==> src/rtl/serial_adder_if.sv <==
// Handshake and operand/result bundle for serial_adder.
interface serial_adder_if #(
  parameter int WIDTH = 8
);
  logic             start;
  logic [WIDTH-1:0] a;
  logic [WIDTH-1:0] b;
  logic             c_in;
  logic             busy;
  logic             done;
  logic [WIDTH-1:0] s;
  logic             c_out;
  logic             ovf;

  modport master (
    output start, a, b, c_in,
    input  busy, done, s, c_out, ovf
  );

  modport slave (
    input  start, a, b, c_in,
    output busy, done, s, c_out, ovf
  );
endinterface

==> src/rtl/serial_adder.sv <==
// Multi-cycle ripple adder: adds DIGIT bits per clock, LSB first,
// with a start/busy/done handshake and registered results.
module serial_adder #(
  parameter int WIDTH = 8,
  parameter int DIGIT = 1
) (
  input  logic           clk,
  input  logic           rst,
  serial_adder_if.slave  bus
);
  localparam int N  = WIDTH / DIGIT;
  localparam int CW = (N > 1) ? $clog2(N) : 1;

  generate
    if (WIDTH < 2 || DIGIT < 1 || (WIDTH % DIGIT) != 0) begin : g_bad_params
      $error("serial_adder: WIDTH must be >= 2 and divisible by DIGIT");
    end
  endgenerate

  typedef enum logic [1:0] {IDLE, RUN, DONE} state_t;

  state_t               state_q, state_d;
  logic [WIDTH-1:0]     a_sh_q, a_sh_d;
  logic [WIDTH-1:0]     b_sh_q, b_sh_d;
  logic [WIDTH-1:0]     psum_q, psum_d;
  logic                 carry_q, carry_d;
  logic [CW-1:0]        cnt_q, cnt_d;
  logic                 a_msb_q, a_msb_d;
  logic                 b_msb_q, b_msb_d;
  logic [WIDTH-1:0]     s_q, s_d;
  logic                 c_out_q, c_out_d;
  logic                 ovf_q, ovf_d;
  logic                 busy_q, busy_d;
  logic                 done_q, done_d;

  logic [DIGIT-1:0]     slice_sum;
  logic                 slice_carry;
  logic                 carry_chain;
  logic [WIDTH+DIGIT-1:0] psum_shift;
  logic                 last_slice;
  logic                 accept;

  assign last_slice = (cnt_q == CW'(N - 1));
  assign accept     = (state_q == IDLE || state_q == DONE) && bus.start;
  // New slice enters from the MSB end; works even when DIGIT == WIDTH.
  assign psum_shift = {slice_sum, psum_q};

  // State, datapath and output registers
  always_ff @(posedge clk or posedge rst) begin
    if (rst) begin
      state_q <= IDLE;
      a_sh_q  <= '0;
      b_sh_q  <= '0;
      psum_q  <= '0;
      carry_q <= 1'b0;
      cnt_q   <= '0;
      a_msb_q <= 1'b0;
      b_msb_q <= 1'b0;
      s_q     <= '0;
      c_out_q <= 1'b0;
      ovf_q   <= 1'b0;
      busy_q  <= 1'b0;
      done_q  <= 1'b0;
    end else begin
      state_q <= state_d;
      a_sh_q  <= a_sh_d;
      b_sh_q  <= b_sh_d;
      psum_q  <= psum_d;
      carry_q <= carry_d;
      cnt_q   <= cnt_d;
      a_msb_q <= a_msb_d;
      b_msb_q <= b_msb_d;
      s_q     <= s_d;
      c_out_q <= c_out_d;
      ovf_q   <= ovf_d;
      busy_q  <= busy_d;
      done_q  <= done_d;
    end
  end

  // Full-adder chain over the current DIGIT-bit slice
  always_comb begin
    slice_sum   = '0;
    carry_chain = carry_q;
    for (int unsigned i = 0; i < DIGIT; i++) begin
      slice_sum[i] = a_sh_q[i] ^ b_sh_q[i] ^ carry_chain;
      carry_chain  = (a_sh_q[i] & b_sh_q[i]) | (carry_chain & (a_sh_q[i] ^ b_sh_q[i]));
    end
    slice_carry = carry_chain;
  end

  // Next-state logic
  always_comb begin
    state_d = state_q;
    case (state_q)
      IDLE:    if (bus.start) state_d = RUN;
      RUN:     if (last_slice) state_d = DONE;
      DONE:    state_d = bus.start ? RUN : IDLE;
      default: state_d = IDLE;
    endcase
  end

  // Datapath next values: load on accept, shift/accumulate in RUN, publish on last slice
  always_comb begin
    a_sh_d  = a_sh_q;
    b_sh_d  = b_sh_q;
    psum_d  = psum_q;
    carry_d = carry_q;
    cnt_d   = cnt_q;
    a_msb_d = a_msb_q;
    b_msb_d = b_msb_q;
    s_d     = s_q;
    c_out_d = c_out_q;
    ovf_d   = ovf_q;
    if (accept) begin
      a_sh_d  = bus.a;
      b_sh_d  = bus.b;
      psum_d  = '0;
      carry_d = bus.c_in;
      cnt_d   = '0;
      a_msb_d = bus.a[WIDTH-1];
      b_msb_d = bus.b[WIDTH-1];
    end else if (state_q == RUN) begin
      a_sh_d  = a_sh_q >> DIGIT;
      b_sh_d  = b_sh_q >> DIGIT;
      psum_d  = psum_shift[WIDTH+DIGIT-1:DIGIT];
      carry_d = slice_carry;
      if (last_slice) begin
        s_d     = psum_shift[WIDTH+DIGIT-1:DIGIT];
        c_out_d = slice_carry;
        ovf_d   = a_msb_q ^ b_msb_q ^ psum_shift[WIDTH+DIGIT-1] ^ slice_carry;
      end else begin
        cnt_d   = cnt_q + CW'(1);
      end
    end
  end

  // Output decode from next state so busy/done come straight from flops
  always_comb begin
    busy_d = (state_d == RUN);
    done_d = (state_d == DONE);
  end

  assign bus.busy  = busy_q;
  assign bus.done  = done_q;
  assign bus.s     = s_q;
  assign bus.c_out = c_out_q;
  assign bus.ovf   = ovf_q;
endmodule

==> src/flat_wrapper.sv <==
// flat-port wrapper written by rule: the top's interface ports become plain ports
module serial_adder_flat 
#(
  parameter int WIDTH = 8,
  parameter int DIGIT = 1
)
  (clk, rst, bus_start, bus_a, bus_b, bus_c_in, bus_busy, bus_done, bus_s, bus_c_out, bus_ovf);
  serial_adder_if #(.WIDTH(WIDTH)) bus_i ();
  input  logic clk;
  input  logic rst;
  input wire logic [$bits(bus_i.start)-1:0] bus_start;
  input wire logic [$bits(bus_i.a)-1:0] bus_a;
  input wire logic [$bits(bus_i.b)-1:0] bus_b;
  input wire logic [$bits(bus_i.c_in)-1:0] bus_c_in;
  output wire logic [$bits(bus_i.busy)-1:0] bus_busy;
  output wire logic [$bits(bus_i.done)-1:0] bus_done;
  output wire logic [$bits(bus_i.s)-1:0] bus_s;
  output wire logic [$bits(bus_i.c_out)-1:0] bus_c_out;
  output wire logic [$bits(bus_i.ovf)-1:0] bus_ovf;
  assign bus_i.start = bus_start;
  assign bus_i.a = bus_a;
  assign bus_i.b = bus_b;
  assign bus_i.c_in = bus_c_in;
  assign bus_busy = bus_i.busy;
  assign bus_done = bus_i.done;
  assign bus_s = bus_i.s;
  assign bus_c_out = bus_i.c_out;
  assign bus_ovf = bus_i.ovf;
  serial_adder #(.WIDTH(WIDTH), .DIGIT(DIGIT)) u_core (.clk(clk), .rst(rst), .bus(bus_i));
endmodule
==> config.mk <==
export PLATFORM = sky130hd
export DESIGN_NAME = serial_adder_flat
export DESIGN_NICKNAME = d
export VERILOG_FILES = /design/src/rtl/serial_adder_if.sv /design/src/rtl/serial_adder.sv /design/src/flat_wrapper.sv
export SDC_FILE = /design/constraint.sdc
export NUM_CORES = 1
export LEC_CHECK = 0
export CAP_MARGIN = 20
export CORE_MARGIN = 3
export CORE_UTILIZATION = 50
export CTS_CLUSTER_SIZE = 24
export DETAILED_ROUTE_END_ITERATION = 10
export PLACE_DENSITY = 0.83
export SYNTH_ARGS = -nofsm -noshare
export SYNTH_HDL_FRONTEND = slang
export SYNTH_SLANG_ARGS = --single-unit
==> constraint.sdc <==
create_clock -name clk -period 3.26 [get_ports clk]
set_clock_uncertainty 0.1 [all_clocks]
set_input_delay 0.652 -clock clk [delete_from_list [all_inputs] [get_ports clk]]
set_output_delay 0.652 -clock clk [all_outputs]
set_load 0.05 [all_outputs]
== After elaboration in Yosys (flattened, before gate mapping) ==
Index checks and enable logic that the tools add are counted.

* Flip-flop bits (word level): 44
* Bits in latches: 0
* Memory bits (writable): 0
* ROM bits: 0
* Bits of input ports: 20
* Output and inout port bits: 12
* Word-level logic and storage cells: 50
* Memories: 0

* Add/sub/neg operators: 1
* Multiply operators: 0
* Div/mod/pow operators: 0
* Order comparisons: 0
* Equality and inequality tests: 6
* Shift-type cells: 0
* Muxes and demuxes: 15
* Bitwise logic cells: 9
* Reduce and logical (&&, ||, !) cells: 6

{| class="wikitable"
|+ Operators with widths
! kind !! number
|-
| two-way mux 8 bit || 6
|-
| two-way mux 3 bit || 3
|-
| case mux 2 bit (3 select lines) || 1
|-
| XOR 1 bit || 5
|-
| == test 2 x 1 -> 1 bit, second input constant || 2
|-
| == test 2 bit, second input constant || 2
|-
| two-way mux 2 bit || 2
|-
| adder 3 x 1 -> 3 bit, second input constant || 1
|-
| == test 3 bit, second input constant || 1
|-
| two-way mux 1 bit || 3
|-
| AND reduction 3 bit || 1
|-
| bitwise AND 1 bit || 2
|-
| zero test 2 bit || 1
|-
| != test 2 bit, second input constant || 1
|-
| AND reduction 2 bit || 1
|-
| nonzero test 2 bit || 1
|-
| logical AND 1 bit || 1
|-
| logical OR 1 bit || 1
|-
| inverter 1 bit || 1
|-
| bitwise OR 1 bit || 1
|}

== Depth between registers and ports, before layout ==
* Depth in word-level cells: 5
* Depth in mapped cells: 6
* Mapped depth without buffers: 5

== Worst setup path before layout ==
Ideal clock, no wire load.

* Kind: register -> register
* From: reg u_core.cnt_q[0]
* To: reg u_core.s_q[0] (netlist: u_core.bus.s[0])
* Setup time: 0.125 ns
* Arrival: 1.412 ns
* Required time: 3.035 ns
* Setup slack: 1.623 ns
* Cell stages (with the launch flop): 6
* Path buffers: 1
* Period minus slack after synthesis: 1.637 ns
* Path through: dfrtp_1 ha_1 ha_1 nand3b_1 buf_4 mux2_4

* Cells in the longest elaborated chain, start to end: 2

{| class="wikitable"
|+ Ends and longest elaborated chain
! element !! line !! text
|-
| start, declared || serial_adder.sv:27 || <nowiki>logic [CW-1:0] cnt_q, cnt_d;</nowiki>
|-
| start signal, assigned || serial_adder.sv:70 || <nowiki>cnt_q <= cnt_d;</nowiki>
|-
| == test 3 bit || serial_adder.sv:43 || <nowiki>assign last_slice = (cnt_q == CW'(N - 1));</nowiki>
|-
| AND reduction 3 bit (no line) || -- ||
|-
| end signal, assigned || serial_adder.sv:59 || <nowiki>s_q <= '0;</nowiki>
|-
| end signal, assigned || serial_adder.sv:73 || <nowiki>s_q <= s_d;</nowiki>
|-
| end, declared || serial_adder.sv:30 || <nowiki>logic [WIDTH-1:0] s_q, s_d;</nowiki>
|}

Every way passes these cells.
A chain may end at the register's enable or synchronous reset.

== Final worst setup path ==
* From: reg u_core.s_q[7] (netlist: u_core.bus.s[7])
* To: out bus_s[7]

{| class="wikitable"
|+ RTL lines
! element !! line !! text
|-
| end, declared || flat_wrapper.sv:17 || <nowiki>output wire logic [$bits(bus_i.s)-1:0] bus_s;</nowiki>
|}

No word-level cell between the ends.

==> impl_metrics.yaml <==
floorplan:
  dieHeight_um: 65.7
  start_util_pct: 52.6
  die-area_um2: 4320
  fp-row-count: 21
  die_w_um: 65.7
  placeableCoreArea_um2: 3390
  ios: 32
sta:
  timing.final.ws_setup_ns: 0.966
  hold_viol: 0
  max_slew_margin_pct: 54.0
  tightest_slew_ns: 0.688
  tns_ns: 0
  drv_slew: 0
  max_freq_mhz: 436
  fin_crit_sh_pct: 70.4
  rsz0062_at_grt: "no"
  setup_viol: 0
  period_minus_slack_ns: 2.29
synth:
  syn_nets: 154
  avgSynthCellArea_um2: 13.6
  synth_top_area_share_pct: 60.4
  ys_seq_elements: 43
  synth_top_cell_by_area: "dfrtp_1"
  synthDistinctLibCells: 21
  syn_area_um2: 1780
  ys_warn_count: 0
  synth_area_leaders: "dfrtp_1 60%, a22o_1 12%, a21o_1 6.3%"
  yosysSeqAreaShare_pct: 60.4
  syn_inst: 131
cts:
  clock_latency_ns: 0.35
  cts-buffers-inserted: 5
  post_cts_resized: 0
  path_clk_slew_ns: 0.12
  post_cts_buffers: 0
  cts_sinks: 43
  root_buffer: "clkbuf_4"
  cts_hold_buf: 0
  clock_path_buffers: 2
  h-tree-depth: 2
  cts_tree: "done"
worst_setup_path:
  end_kind: "output pin"
  start_kind: "register"
  path_delay_family: "buffers and inverters"
  cpMaxStageDelayCell: "clkdlybuf4s50_1"
  path_max_fanout: 2
  cp.buffers_inverters: 1
  cp.arrival_ns: 1.54
  critPathKind: "reg -> out"
  path_cells: "clkdlybuf4s50_1"
  crit_required_ns: 2.51
  slowest_delay_ns: 0.81
power:
  clkPwrFrac_pct: 11.0
  switching_share_pct: 39.6
  pwr-share-comb_pct: 48.0
  power.switching_w: 0.000885
  power.density_nw_per_um2: 1030
  ir_drop_uv: 448
  p_seq_share_pct: 41.0
  leakage_nw: 1.13
  p_int_w: 0.00135
hold_path:
  hp-class: "reg -> reg"
grt:
  antenna_found_initial: 0
  grt_util_all_layers_pct: 17.2
  grt_pass1_wl_mm: 5.53
  grt_max_degree: 44
  first_global_vias: 1248
  grt_overflow_total: 0
layout:
  area_growth_pct: 22.3
  layout_common_cells: "43 x dfrtp_1, 31 x clkdlybuf4s50_1, 24 x a22o_1"
  drive_above_1_share_pct: 13.9
  finalNetCount: 187
  layout_commonest_cell: "dfrtp_1"
  antennaDiodeCount: 0
route:
  routed_wl_mm: 3.26
  ant_nets: 0
  drt_pass1_iterations: 4
  num_vias: 1165
  routedWlPerCell_um: 15.5
  viasPerCell: 5.52
  dr.first_iter.drc_count: 89
  drc: 0
outcome:
  status: "completed"
place:
  place.gp.congestion: 0.746
  pre_cts_ws_ns: 0.996
  port_buffers: 31
job:
  cap_violations: 0
## worst register-to-register path: stages, from the launching register on
cell and delay [ns]:
dfrtp_1 0.42, ha_1 0.21, ha_1 0.20, nand3b_1 0.53, mux2_2 0.42
## Yosys cell counts
master	number
fa_1	1
nor3b_2	1
nor2b_2	1
nand3b_1	1
nand2b_1	1
a22o_1	24
or2_1	2
buf_4	1
buf_2	6
ha_1	2
xnor2_1	3
a21o_1	15
inv_1	3
nand2_1	12
nor2_4	1
dfrtp_1	43
mux2i_1	1
mux2_2	3
o21ai_0	3
and2b_4	1
mux2_4	6
## cells by family after synthesis
kind of cell,count (synthesis),synth area share [%]
DFF,43,60.4
AOI/OAI and AO/OA,42,19.0
and+or+nand+nor,20,6.39
buffers and inverters,10,2.74
muxes,10,7.51
xor gates and xnor gates,3,1.47
adders and majority gates,3,2.53
## cell type report
cell class                      instances  area, um^2
Fill cell                             260        1210
Sequential cell                        43        1080
Multi-Input combinational cell         78         657
Timing Repair Buffer                   33         325
Tap cell                               46        57.6
Clock buffer                            5        37.5
Clock inverter                          3        15.0
Inverter                                3        11.3
## power groups by stage
stage | clock, W | combinational (W) | sequential, W
after global routing | 0.000280 | 0.00117 | 0.000939
final | 0.000246 | 0.00107 | 0.000917
after global placement | 0 | 0.00104 | 0.000906
after floorplan | 0 | 0.000639 | 0.00109
after detailed placement | 0 | 0.00108 | 0.000929
after CTS | 0.000251 | 0.00109 | 0.000917
## path summary, 6_finish.rpt
check / startpoint / to / slack, ns / cells past startpoint
max: u_core.bus.s[7] / bus_s[7] / 0.97 / 1
min: u_core.a_sh_q[1] / u_core.a_sh_q[1] / 0.40 / 1
max reg2reg: u_core.cnt_q[0] / u_core.bus.s[4] / 1.27 / 4
min reg2reg: u_core.a_sh_q[1] / u_core.a_sh_q[1] / 0.40 / 1
max in group asynchronous: rst / u_core.a_sh_q[3] / 2.09 / 3
min in group asynchronous: rst / u_core.bus.s[6] / 0.62 / 3
## registers in the layout, indices dropped and copies added, names as in the netlist, 2 cells and up
signal          flops
u_core.bus.s        8
u_core.b_sh_q       8
u_core.state_q      2
u_core.a_sh_q       8
u_core.cnt_q        3
u_core.psum_q       7
## stage by stage
step	instances	power, W	utilization (%)	hold slack [ns]	area, um^2
after floorplan	131	0.00173	-	0.350	1780
after global placement	203	0.00194	62.8	0.359	2130
after detailed placement	203	0.00201	62.8	0.371	2130
after CTS	211	0.00226	64.3	0.397	2180
after global routing	211	0.00239	64.3	0.423	2180
final	211	0.00224	64.3	0.396	2180
## layer usage
layer | part of all wire [%] | vias up | wire length [um] | track usage, %
met4 | 2.5 | 0 | 83 | 10.9
met2 | 53 | 31 | 1710 | 29.5
met1 | 41 | 591 | 1320 | 18.7
li1 | - | 535 | - | -
met3 | 4.3 | 8 | 141 | 4.62
met5 | 0 | - | 0 | 0
No activity file was read; power rests on OpenSTA's default activity.
